`src/rtl/key_ctrl_pkg.sv`:
```
// Shared constants and elaboration helpers for the key conditioning stage.
package key_ctrl_pkg;

    // Channel indices as wired into the 0-99 s timer controls
    localparam int KEY_IDX_EN    = 0;
    localparam int KEY_IDX_STOP  = 1;
    localparam int KEY_IDX_CLEAR = 2;

    // Number of clock cycles a new level must hold before it is accepted
    function automatic int db_cycles(input int clk_hz, input int debounce_ms);
        return (clk_hz / 1000) * debounce_ms;
    endfunction

    // Counter width able to hold 0..db inclusive
    function automatic int cnt_width(input int db);
        return (db < 1) ? 1 : $clog2(db + 1);
    endfunction

endpackage

```
`src/rtl/key_debounce_ch.sv`:
```
// One key channel: synchroniser, debounce counter, clean level, edge pulses, toggle.
module key_debounce_ch
    import key_ctrl_pkg::*;
#(
    parameter int DB_CYCLES      = 4,
    parameter int KEY_ACTIVE_LOW = 1
) (
    input  logic clk,
    input  logic rst_n,
    input  logic key_raw,
    input  logic toggle_clr,
    output logic key_level,
    output logic key_press,
    output logic key_release,
    output logic key_toggle
);

    localparam int            CW       = cnt_width(DB_CYCLES);
    localparam logic          IDLE_RAW = (KEY_ACTIVE_LOW != 0);
    localparam logic [CW-1:0] CNT_LAST = CW'(DB_CYCLES - 1);

    logic [1:0]    sync_q;
    logic [CW-1:0] cnt;
    logic          sample;
    logic          differ;
    logic          accept;

    // Polarity normalisation: XOR with the idle raw level gives 1 = pressed
    assign sample = sync_q[1] ^ IDLE_RAW;
    assign differ = (sample != key_level);
    assign accept = differ && (cnt == CNT_LAST);

    // Two-flop synchroniser, reset to the idle raw level so reset looks "released"
    always_ff @(posedge clk or negedge rst_n) begin
        if (!rst_n) sync_q <= {2{IDLE_RAW}};
        else        sync_q <= {sync_q[0], key_raw};
    end

    // Count consecutive differing samples; any agreement or an acceptance restarts
    always_ff @(posedge clk or negedge rst_n) begin
        if (!rst_n)                cnt <= '0;
        else if (!differ || accept) cnt <= '0;
        else                       cnt <= cnt + 1'b1;
    end

    // Stable level plus single-cycle edge pulses, all updated on acceptance
    always_ff @(posedge clk or negedge rst_n) begin
        if (!rst_n) begin
            key_level   <= 1'b0;
            key_press   <= 1'b0;
            key_release <= 1'b0;
        end else begin
            if (accept) key_level <= sample;
            key_press   <= accept &  sample;
            key_release <= accept & ~sample;
        end
    end

    // Toggle flips the cycle after a press; clear wins over a coincident flip
    always_ff @(posedge clk or negedge rst_n) begin
        if (!rst_n)         key_toggle <= 1'b0;
        else if (toggle_clr) key_toggle <= 1'b0;
        else if (key_press)  key_toggle <= ~key_toggle;
    end

endmodule

```
`src/rtl/key_debounce_ctrl.sv`:
```
// Key/switch conditioning front end: N_KEYS independent debounced channels.
module key_debounce_ctrl
    import key_ctrl_pkg::*;
#(
    parameter int N_KEYS         = 3,
    parameter int CLK_HZ         = 50_000_000,
    parameter int DEBOUNCE_MS    = 20,
    parameter int KEY_ACTIVE_LOW = 1
) (
    input  logic              clk,
    input  logic              rst_n,
    input  logic [N_KEYS-1:0] key_raw,
    input  logic              toggle_clr,
    output logic [N_KEYS-1:0] key_level,
    output logic [N_KEYS-1:0] key_press,
    output logic [N_KEYS-1:0] key_release,
    output logic [N_KEYS-1:0] key_toggle
);

    // Must come out >= 1 for the chosen clock and debounce time
    localparam int DB_CYCLES = db_cycles(CLK_HZ, DEBOUNCE_MS);

    // One channel per key; toggle_clr is common to all of them
    for (genvar i = 0; i < N_KEYS; i++) begin : g_ch
        key_debounce_ch #(
            .DB_CYCLES      (DB_CYCLES),
            .KEY_ACTIVE_LOW (KEY_ACTIVE_LOW)
        ) u_ch (
            .clk         (clk),
            .rst_n       (rst_n),
            .key_raw     (key_raw[i]),
            .toggle_clr  (toggle_clr),
            .key_level   (key_level[i]),
            .key_press   (key_press[i]),
            .key_release (key_release[i]),
            .key_toggle  (key_toggle[i])
        );
    end

endmodule

```
`config.mk`:
```
export PLATFORM = sky130hd
export DESIGN_NAME = key_debounce_ctrl
export DESIGN_NICKNAME = d
export VERILOG_FILES = /design/src/rtl/key_ctrl_pkg.sv /design/src/rtl/key_debounce_ch.sv /design/src/rtl/key_debounce_ctrl.sv
export SDC_FILE = /design/constraint.sdc
export NUM_CORES = 1
export LEC_CHECK = 0
export CELL_PAD_IN_SITES_DETAIL_PLACEMENT = 1
export CELL_PAD_IN_SITES_GLOBAL_PLACEMENT = 2
export CORE_MARGIN = 3
export CORE_UTILIZATION = 39
export DETAILED_ROUTE_END_ITERATION = 8
export HOLD_SLACK_MARGIN = 0.12
export PLACE_DENSITY = 0.84
export SLEW_MARGIN = 20
export SYNTH_ARGS = -nofsm -noshare
export SYNTH_HDL_FRONTEND = slang
export SYNTH_SLANG_ARGS = --single-unit
```
`constraint.sdc`:
```
create_clock -name clk -period 2.3 [get_ports clk]
set_input_delay 0.345 -clock clk [delete_from_list [all_inputs] [get_ports clk]]
set_output_delay 0.345 -clock clk [all_outputs]
set_load 0.05 [all_outputs]
```
=== After elaboration in Yosys (flattened, before gate mapping) ===
Cells that the tools add are included.

* Flip-flop bits (word level): 78
* Word-level logic and storage cells: 60
* Output and inout port bits: 12
* Input bits: 6

* Equal/unequal tests: 6
* Bitwise operators: 12
* Reductions and logical operators: 12
* Add/subtract/negate cells: 3
* Mux-type cells: 9

{| class="wikitable"
|+ Operators by type and width
! cell !! number
|-
| $add 20x1->20 const B || 3
|-
| $eq 20x20->1 const B || 3
|-
| $mux 20 || 3
|-
| $and 1x1->1 || 6
|-
| $mux 1 || 6
|-
| $not 1->1 || 6
|-
| $reduce_bool 2->1 || 3
|-
| $logic_and 1x1->1 || 3
|-
| $logic_not 1->1 || 3
|-
| $logic_or 1x1->1 || 3
|-
| $ne 1x1->1 || 3
|}

=== Longest topological paths before layout ===
Gate-level depths: netlist (run 1).

* Word-level depth: 5
* Gate-level depth with buffers: 7
* Mapped depth without buffers: 5

=== Cells and area by module ===
A second synthesis (run 1) with hierarchy kept.

* Cell total of the unflattened synthesis: 357
* Area total of the unflattened synthesis: 3719.8 sq um

{| class="wikitable"
|+ By module, submodules not included
! module !! seq. area each (sq um) !! instances !! cells each !! area each (sq um)
|-
| key_debounce_ch || 653.1 || 3 || 119 || 1239.9
|}

=== Worst setup path after synthesis (run 1) ===
OpenSTA, ideal clock, no wires.

* Path kind: register to register
* Start: reg g_ch[2].u_ch.cnt[0]
* End: reg g_ch[2].u_ch.cnt[15]
* Period minus slack after synthesis: 1923 ps
* Path buffers: 2
* Setup time: 119 ps
* Cell stages (with the launch flop): 8
* Required time: 2181 ps
* Setup slack: 377 ps
* Arrival time: 1804 ps
* Path through: dfrtp_1 ha_1 nand3_1 or2_2 clkbuf_1 o21ai_1 buf_4 nor2_1

* Longest elaborated chain between the ends: 4

{| class="wikitable"
|+ Ends and longest elaborated chain
! element !! RTL line !! source
|-
| start, declared || key_debounce_ch.sv:23 || <nowiki>logic [CW-1:0] cnt;</nowiki>
|-
| start signal, assigned || key_debounce_ch.sv:43 || <nowiki>else cnt <= cnt + 1'b1;</nowiki>
|-
| branches (longest 3 deep; another with $add 20x1->20) || n/a ||
|-
| $mux 20 (*) || key_debounce_ch.sv:42 || <nowiki>else if (!differ || accept) cnt <= '0;</nowiki>
|}

Mark *: on every way between the ends.
A chain may end at the register's enable or synchronous reset.

=== Worst setup path after layout (run 1) ===
* Start: reg g_ch[1].u_ch.key_level
* End: out key_level[1]

{| class="wikitable"
|+ RTL lines
! element !! RTL line !! source
|-
| start, declared || key_debounce_ch.sv:12 || <nowiki>output logic key_level,</nowiki>
|-
| start signal, assigned || key_debounce_ch.sv:53 || <nowiki>if (accept) key_level <= sample;</nowiki>
|-
| end, declared || key_debounce_ctrl.sv:14 || <nowiki>output logic [N_KEYS-1:0] key_level,</nowiki>
|}

No word-level cell between the ends.

==> flow_summary.toml, run 1 <==
[worst_setup_path]
path_delay_family = "buffers and inverters"
cp-start-kind = "flop"
critPathMaxFanout = 5
crit_slowest_cell = "clkdlybuf4s50_1"
crit_type = "flop to output port"
crit_required_ps = 1960
worstPathCellList = "clkdlybuf4s50_1"
cp.arrival_ps = 1650
critPathCaptureType = "output port"
crit_buf_inv = 1
cp_slowest_stage_delay_ps = 840

[pwr]
leakagePower_uw = 0.001652
power_density_mw_per_mm2 = 593.9
power.total_uw = 2504
vdd_drop_max_mv = 0.2239

[global_route]
first_global_vias = 3043
antenna_found_initial = 0
grt_start_max_net_pins = 43
grt_pass1_wl_um = 14750
grt-ovfl-total = 0
grt_usage_pct = 16.60

[timing]
fin_ws_ps = 307.7
final-setup-viol-count = 0
post-route-period-util_pct = 86.62
finClkSkew_ps = 14.06
grt_setup_unrepaired = "false"
slew_headroom_pct = 60.84
timing.fmax_mhz = 501.9
worstMarginPinSlew_ps = 582.0
drv_slew = 0
setup_tns_ps = 0
timing_hold_violations_final = 0
period_minus_slack_ps = 1992

[logic_synthesis]
ys_types = 36
ys_top_cells_by_area = "dfrtp_1 (49%), xnor2_1 (8.5%), nor2_1 (6.3%)"
async_flop_share_pct = 100.0
yosys.area.top_type = "dfrtp_1"
synth_adder_area_share_pct = 1.011
ys_seq_area_share_pct = 52.76
yosysMostFrequentCell = "dfrtp_1"
synth_top_family_by_area = "simple AND/OR/NAND/NOR gates"
synth-compound-area-share_pct = 5.020
postSynthCellCount = 366
synthSimpleGateAreaFrac_pct = 24.76
syn_area_per_cell_sq_um = 10.15
synth_edf_count = 0
synth_xor_area_share_pct = 11.32
synth_warnings = 0
synthFlopType = "dfrtp_1"
synthMuxAreaShare_pct = 0.8086
synth_common_cells = "dfrtp_1 (72), nor2_1 (62), xnor2_1 (36)"
synth_top_area_share_pct = 48.52
syn_area_sq_mm = 0.003714
ys_ff_latch = 78
synth_nets = 375

[cts]
tritoncts = "done"
numCtsBuffers = 9
insertion_delay_ps = 360
cts_resized = 0
clockRootBuffer = "clkbuf_8"
h-tree-depth = 3
max-clock-path-buffers = 2
clock_sinks = 78
clk_pin_slew_worst_paths_ps = 100

[floorplanning]
core_area_sq_mm = 0.008976
start_util_pct = 41.37
dieArea_sq_mm = 0.01073
rows = 34
pin_count = 18
fp.dieW_um = 103.6
die_h_um = 103.6

[routing]
drtIter0Drc = 97
drc_errors = 0
avgRoutedWirePerCell_um = 15.91
vias = 2802
routed_wirelength_um = 8275
drt-pass1-iter-count = 4
vias_per_cell = 5.388
drtAntennaViolNets = 0

[finish]
layout-drive-gt1-share_pct = 10.66
utilization_pct = 46.98
n_antenna_cell = 0
nets = 398
multi_input_area_sq_mm = 0.001594
register_area_sq_mm = 0.001959
area_delta_synth_final_pct = 13.54
nFillCells = 1007

[placement]
pre_cts_slack_ps = 315.0
gp_congestion = 0.7709
port-buffer-count = 17
dp_hpwl_um = 5813

[run]
maxCapViolations = 0

[status]
status = "finished, final reports clean"

[worst_hold_path]
hold_path.class = "flop to flop"
flip-flops by register name, indices dropped and copies added (netlist names):
| register | cells |
|---|---|
| g_ch.u_ch.key_level | 3 |
| g_ch.u_ch.sync_q | 6 |
| g_ch.u_ch.cnt | 60 |
| g_ch.u_ch.key_press | 3 |
| g_ch.u_ch.key_toggle | 3 |
| g_ch.u_ch.key_release | 3 |
worst paths after layout:
kind / startpoint / end / slack, ps / cells past startpoint
setup / recovery: g_ch[1].u_ch.key_level / key_level[1] / 310 / 1
hold / removal: g_ch[2].u_ch.sync_q[0] / g_ch[2].u_ch.sync_q[1] / 360 / 0
setup reg to reg: g_ch[0].u_ch.cnt[0] / g_ch[0].u_ch.cnt[18] / 330 / 5
hold reg to reg: g_ch[2].u_ch.sync_q[0] / g_ch[2].u_ch.sync_q[1] / 360 / 0
max in group asynchronous: rst_n / g_ch[1].u_ch.sync_q[1] / 1100 / 3
min in group asynchronous: rst_n / g_ch[0].u_ch.key_toggle / 520 / 2
timing repair:
| item | 4_1_cts | 5_1_grt |
|---|---|---|
| hold buffers | 1 | 0 |
| endpoints found under the hold margin | 36 | 0 |
| buffers inserted | 0 | 0 |
area by class of cell:
type | count | share of cell area (%)
clock buffers | 9 | 2.938
repair buffers | 30 | 6.647
well taps | 126 | 3.739
multi-input cells | 260 | 37.80
flip-flops and latches | 78 | 46.47
inverters | 10 | 0.8902
clock inverters | 7 | 1.513
stage by stage:
step,hold slack (ps),instances,area [sq um]
after floorplan,49.41,366,3714
final,361.9,520,4217
after global placement,346.6,503,4019
after global routing,364.0,520,4217
after detailed placement,347.9,503,4019
after CTS,361.5,520,4217
where the power goes:
group	total, uW	switching, uW	internal [uW]
clock network	1000	584	419
registers	1410	19.4	1390
logic	89.8	57.1	32.7
total	2500	660	1840
kinds of logic after synthesis:
family	count (synthesis)
AOI/OAI and AO/OA	27
xor gates and xnor gates	48
adders and majority gates	3
buffers and inverters	28
DFF	78
muxes	3
and+or+nand+nor	179
cell usage in the layout, fill, tap and decap left out, types with 2 or more instances in the layout:
cell,count
a211oi_1,2
a21oi_1,6
and3_1,8
and4_1,4
buf_4,12
clkbuf_8,9
clkdlybuf4s50_1,16
clkinv_4,2
dfrtp_1,72
dfstp_2,6
ha_1,3
inv_1,10
inv_6,4
mux2i_1,3
nand2_1,22
nand2b_1,2
nand3_1,14
nand4_1,15
nor2_1,62
nor3_1,15
nor4_1,15
nor4b_1,4
o211ai_1,2
o21ai_0,6
o21ai_1,2
o221ai_1,4
o31ai_1,4
or2_2,3
or3_1,6
or4_1,4
xnor2_1,36
xor2_1,12
layer usage:
layer  routed length (um)  track usage [%]
met5                    0                0
met4                  124            6.553
met3                  179            2.363
met2                 4011            27.24
met1                 3959            22.29
(Power assumes the default switching activity.)
==> run 2: changes to the inputs <==
Settings changed: CORE_MARGIN 3 to default.
==> run 2 against run 1 <==
  * Non-clock buffer count increased by 2
  * Final area up 0.53%
  * Final cell count increased by 0.96%
  * Clock power is 8% higher
  * Combinational power shrank 1%
  * Sequential cell count unchanged
  * Utilization shrank 1.1 points
  * Wire length fell by 6.2%
  * Global-route usage rose by 0.72 points
  * Via count decreased by 3.2%
  * Clock skew increased by 3.0 ps
  * Largest power group unchanged
  * Highest routed layer unchanged
==> flow_summary.toml, run 2 (same netlist as run 1, synthesis figures left out) <==
[cts]
tritoncts = "done"
clockRootBuffer = "clkbuf_8"
clock_sinks = 78
max-clock-path-buffers = 2
h-tree-depth = 3
clk_pin_slew_worst_paths_ps = 80
cts_resized = 0
numCtsBuffers = 9
insertion_delay_ps = 360

[worst_setup_path]
cp.arrival_ps = 1630
rrSetupSlack_ps = 350
worstPathCellList = "clkdlybuf4s50_1"
cp-start-kind = "flop"
reg2reg_from = "g_ch[0].u_ch.cnt[0]"
worstReg2RegEnd = "g_ch[0].u_ch.cnt[18]"
reg2reg_depth = 5
cp_slowest_stage_delay_ps = 830
crit_slowest_cell = "clkdlybuf4s50_1"
crit_type = "flop to output port"
critPathCaptureType = "output port"
path_delay_family = "buffers and inverters"
crit_buf_inv = 1
crit_required_ps = 1960
critPathMaxFanout = 5

[timing]
drv_slew = 0
final-setup-viol-count = 0
period_minus_slack_ps = 1972
timing.fmax_mhz = 507.2
post-route-period-util_pct = 85.73
timing_hold_violations_final = 0
grt_setup_unrepaired = "false"
setup_tns_ps = 0
slew_headroom_pct = 61.42
worstMarginPinSlew_ps = 573.5
finClkSkew_ps = 17.08

[routing]
vias_per_cell = 5.168
avgRoutedWirePerCell_um = 14.78
vias = 2713
routed_wirelength_um = 7760
drtIter0Drc = 74
drt-pass1-iter-count = 4
drtAntennaViolNets = 0
drc_errors = 0

[global_route]
grt_start_max_net_pins = 36
grt_pass1_wl_um = 13790
grt_usage_pct = 17.32
grt-ovfl-total = 0
first_global_vias = 2833
antenna_found_initial = 0

[floorplanning]
pin_count = 18
die_h_um = 99.58
core_area_sq_mm = 0.009240
fp.dieW_um = 99.58
dieArea_sq_mm = 0.009916
rows = 35
start_util_pct = 40.19

[worst_hold_path]
min_from = "g_ch[1].u_ch.sync_q[0]"
whs_path_depth = 0
hold_path.class = "flop to flop"
min_to = "g_ch[1].u_ch.sync_q[1]"

[placement]
gp_congestion = 0.7967
port-buffer-count = 17
dp_hpwl_um = 5359
dp.cells = 508

[finish]
largest_reg_flops = 60
reg.largest.list = "g_ch.u_ch.cnt x60, g_ch.u_ch.sync_q x6"
final_cells = 525
regMostFlops = "g_ch.u_ch.cnt"
area_delta_synth_final_pct = 14.15
final_common_cell = "dfrtp_1"
n_antenna_cell = 0
nets = 400
mostFrequentLayoutCells = "dfrtp_1 (72), nor2_1 (62), xnor2_1 (36)"
layout-drive-gt1-share_pct = 11.11

[run]
maxCapViolations = 0

[pwr]
vdd_drop_max_mv = 0.3013
power_density_mw_per_mm2 = 608.7
leakagePower_uw = 0.001663

[status]
status = "finished, final reports clean"
## run 2: report_power, final
group	switching, uW	internal (uW)	leakage (uW)
Sequential	19.7	1390	0.00106
Combinational	56.5	32.4	0.000500
Clock	562	517	0.000102
Total	638	1940	0.00166
## run 2: stage by stage
stage / utilization [%] / instance area (sq um) / setup WS (ps) / hold slack, ps / power (uW)
3_5_place_dp: 43.56 / 4025 / 392.4 / 329.3 / 1530
4_1_cts: 45.88 / 4239 / 295.4 / 360.6 / 2617
2_1_floorplan: - / 3714 / 377.5 / 49.41 / 1469
5_1_grt: 45.88 / 4239 / 206.4 / 365.6 / 2691
6_report: 45.88 / 4239 / 328.2 / 359.2 / 2580
3_3_place_gp: 43.56 / 4025 / 479.0 / 322.9 / 1527
## run 2: timing repair
action | CTS | global route
buffers inserted | 0 | 0
endpoints found under the hold margin | 30 | 0
endpoints found under the setup margin | 0 | 0
hold buffers | 1 | 0
## run 2: area by class of cell
cell class / instances / area [sq um]
multi-input cells: 260 / 1594
clock inverters: 7 / 80.08
fillers: 1059 / 5001
clock buffers: 9 / 123.9
repair buffers: 32 / 282.8
well taps: 129 / 161.4
inverters: 10 / 37.54
flip-flops and latches: 78 / 1959
## run 2: worst reg2reg max path, cell delays in order (launching register included)
cell and delay [ps]:
dfrtp_1 400, ha_1 260, nand4_1 210, or2_2 390
or4_1 470, a21oi_1 150
## run 2: layer usage
layer / global-route usage [%] / vias to the layer above / share of wire (%) / routed length [um]
met5: 0 / - / 0 / 0
met3: 2.741 / 7 / 1.8 / 136
li1: - / 1316 / - / -
met4: 5.090 / 0 / 0.98 / 76
met1: 23.97 / 1366 / 51 / 3958
met2: 28.15 / 24 / 46 / 3589
## run 2: worst max path at each step
stage / end / cells after the start / startpoint / slack (ps)
after CTS: key_level[1] / 1 / g_ch[1].u_ch.key_level / 300
after global routing: g_ch[0].u_ch.cnt[18] / 5 / g_ch[0].u_ch.cnt[0] / 210
after floorplan: g_ch[2].u_ch.cnt[15] / 7 / g_ch[2].u_ch.cnt[0] / 380
after global placement: g_ch[0].u_ch.cnt[17] / 4 / g_ch[0].u_ch.cnt[8] / 480
after detailed placement: g_ch[0].u_ch.cnt[18] / 5 / g_ch[0].u_ch.cnt[0] / 390
final: key_level[1] / 1 / g_ch[1].u_ch.key_level / 330
==> run 3: changes to the inputs <==
Settings changed: TNS_END_PERCENT from default to 5.
==> results of run 3 <==
The final DEF is identical to that of run 2; final timing and power are the same.
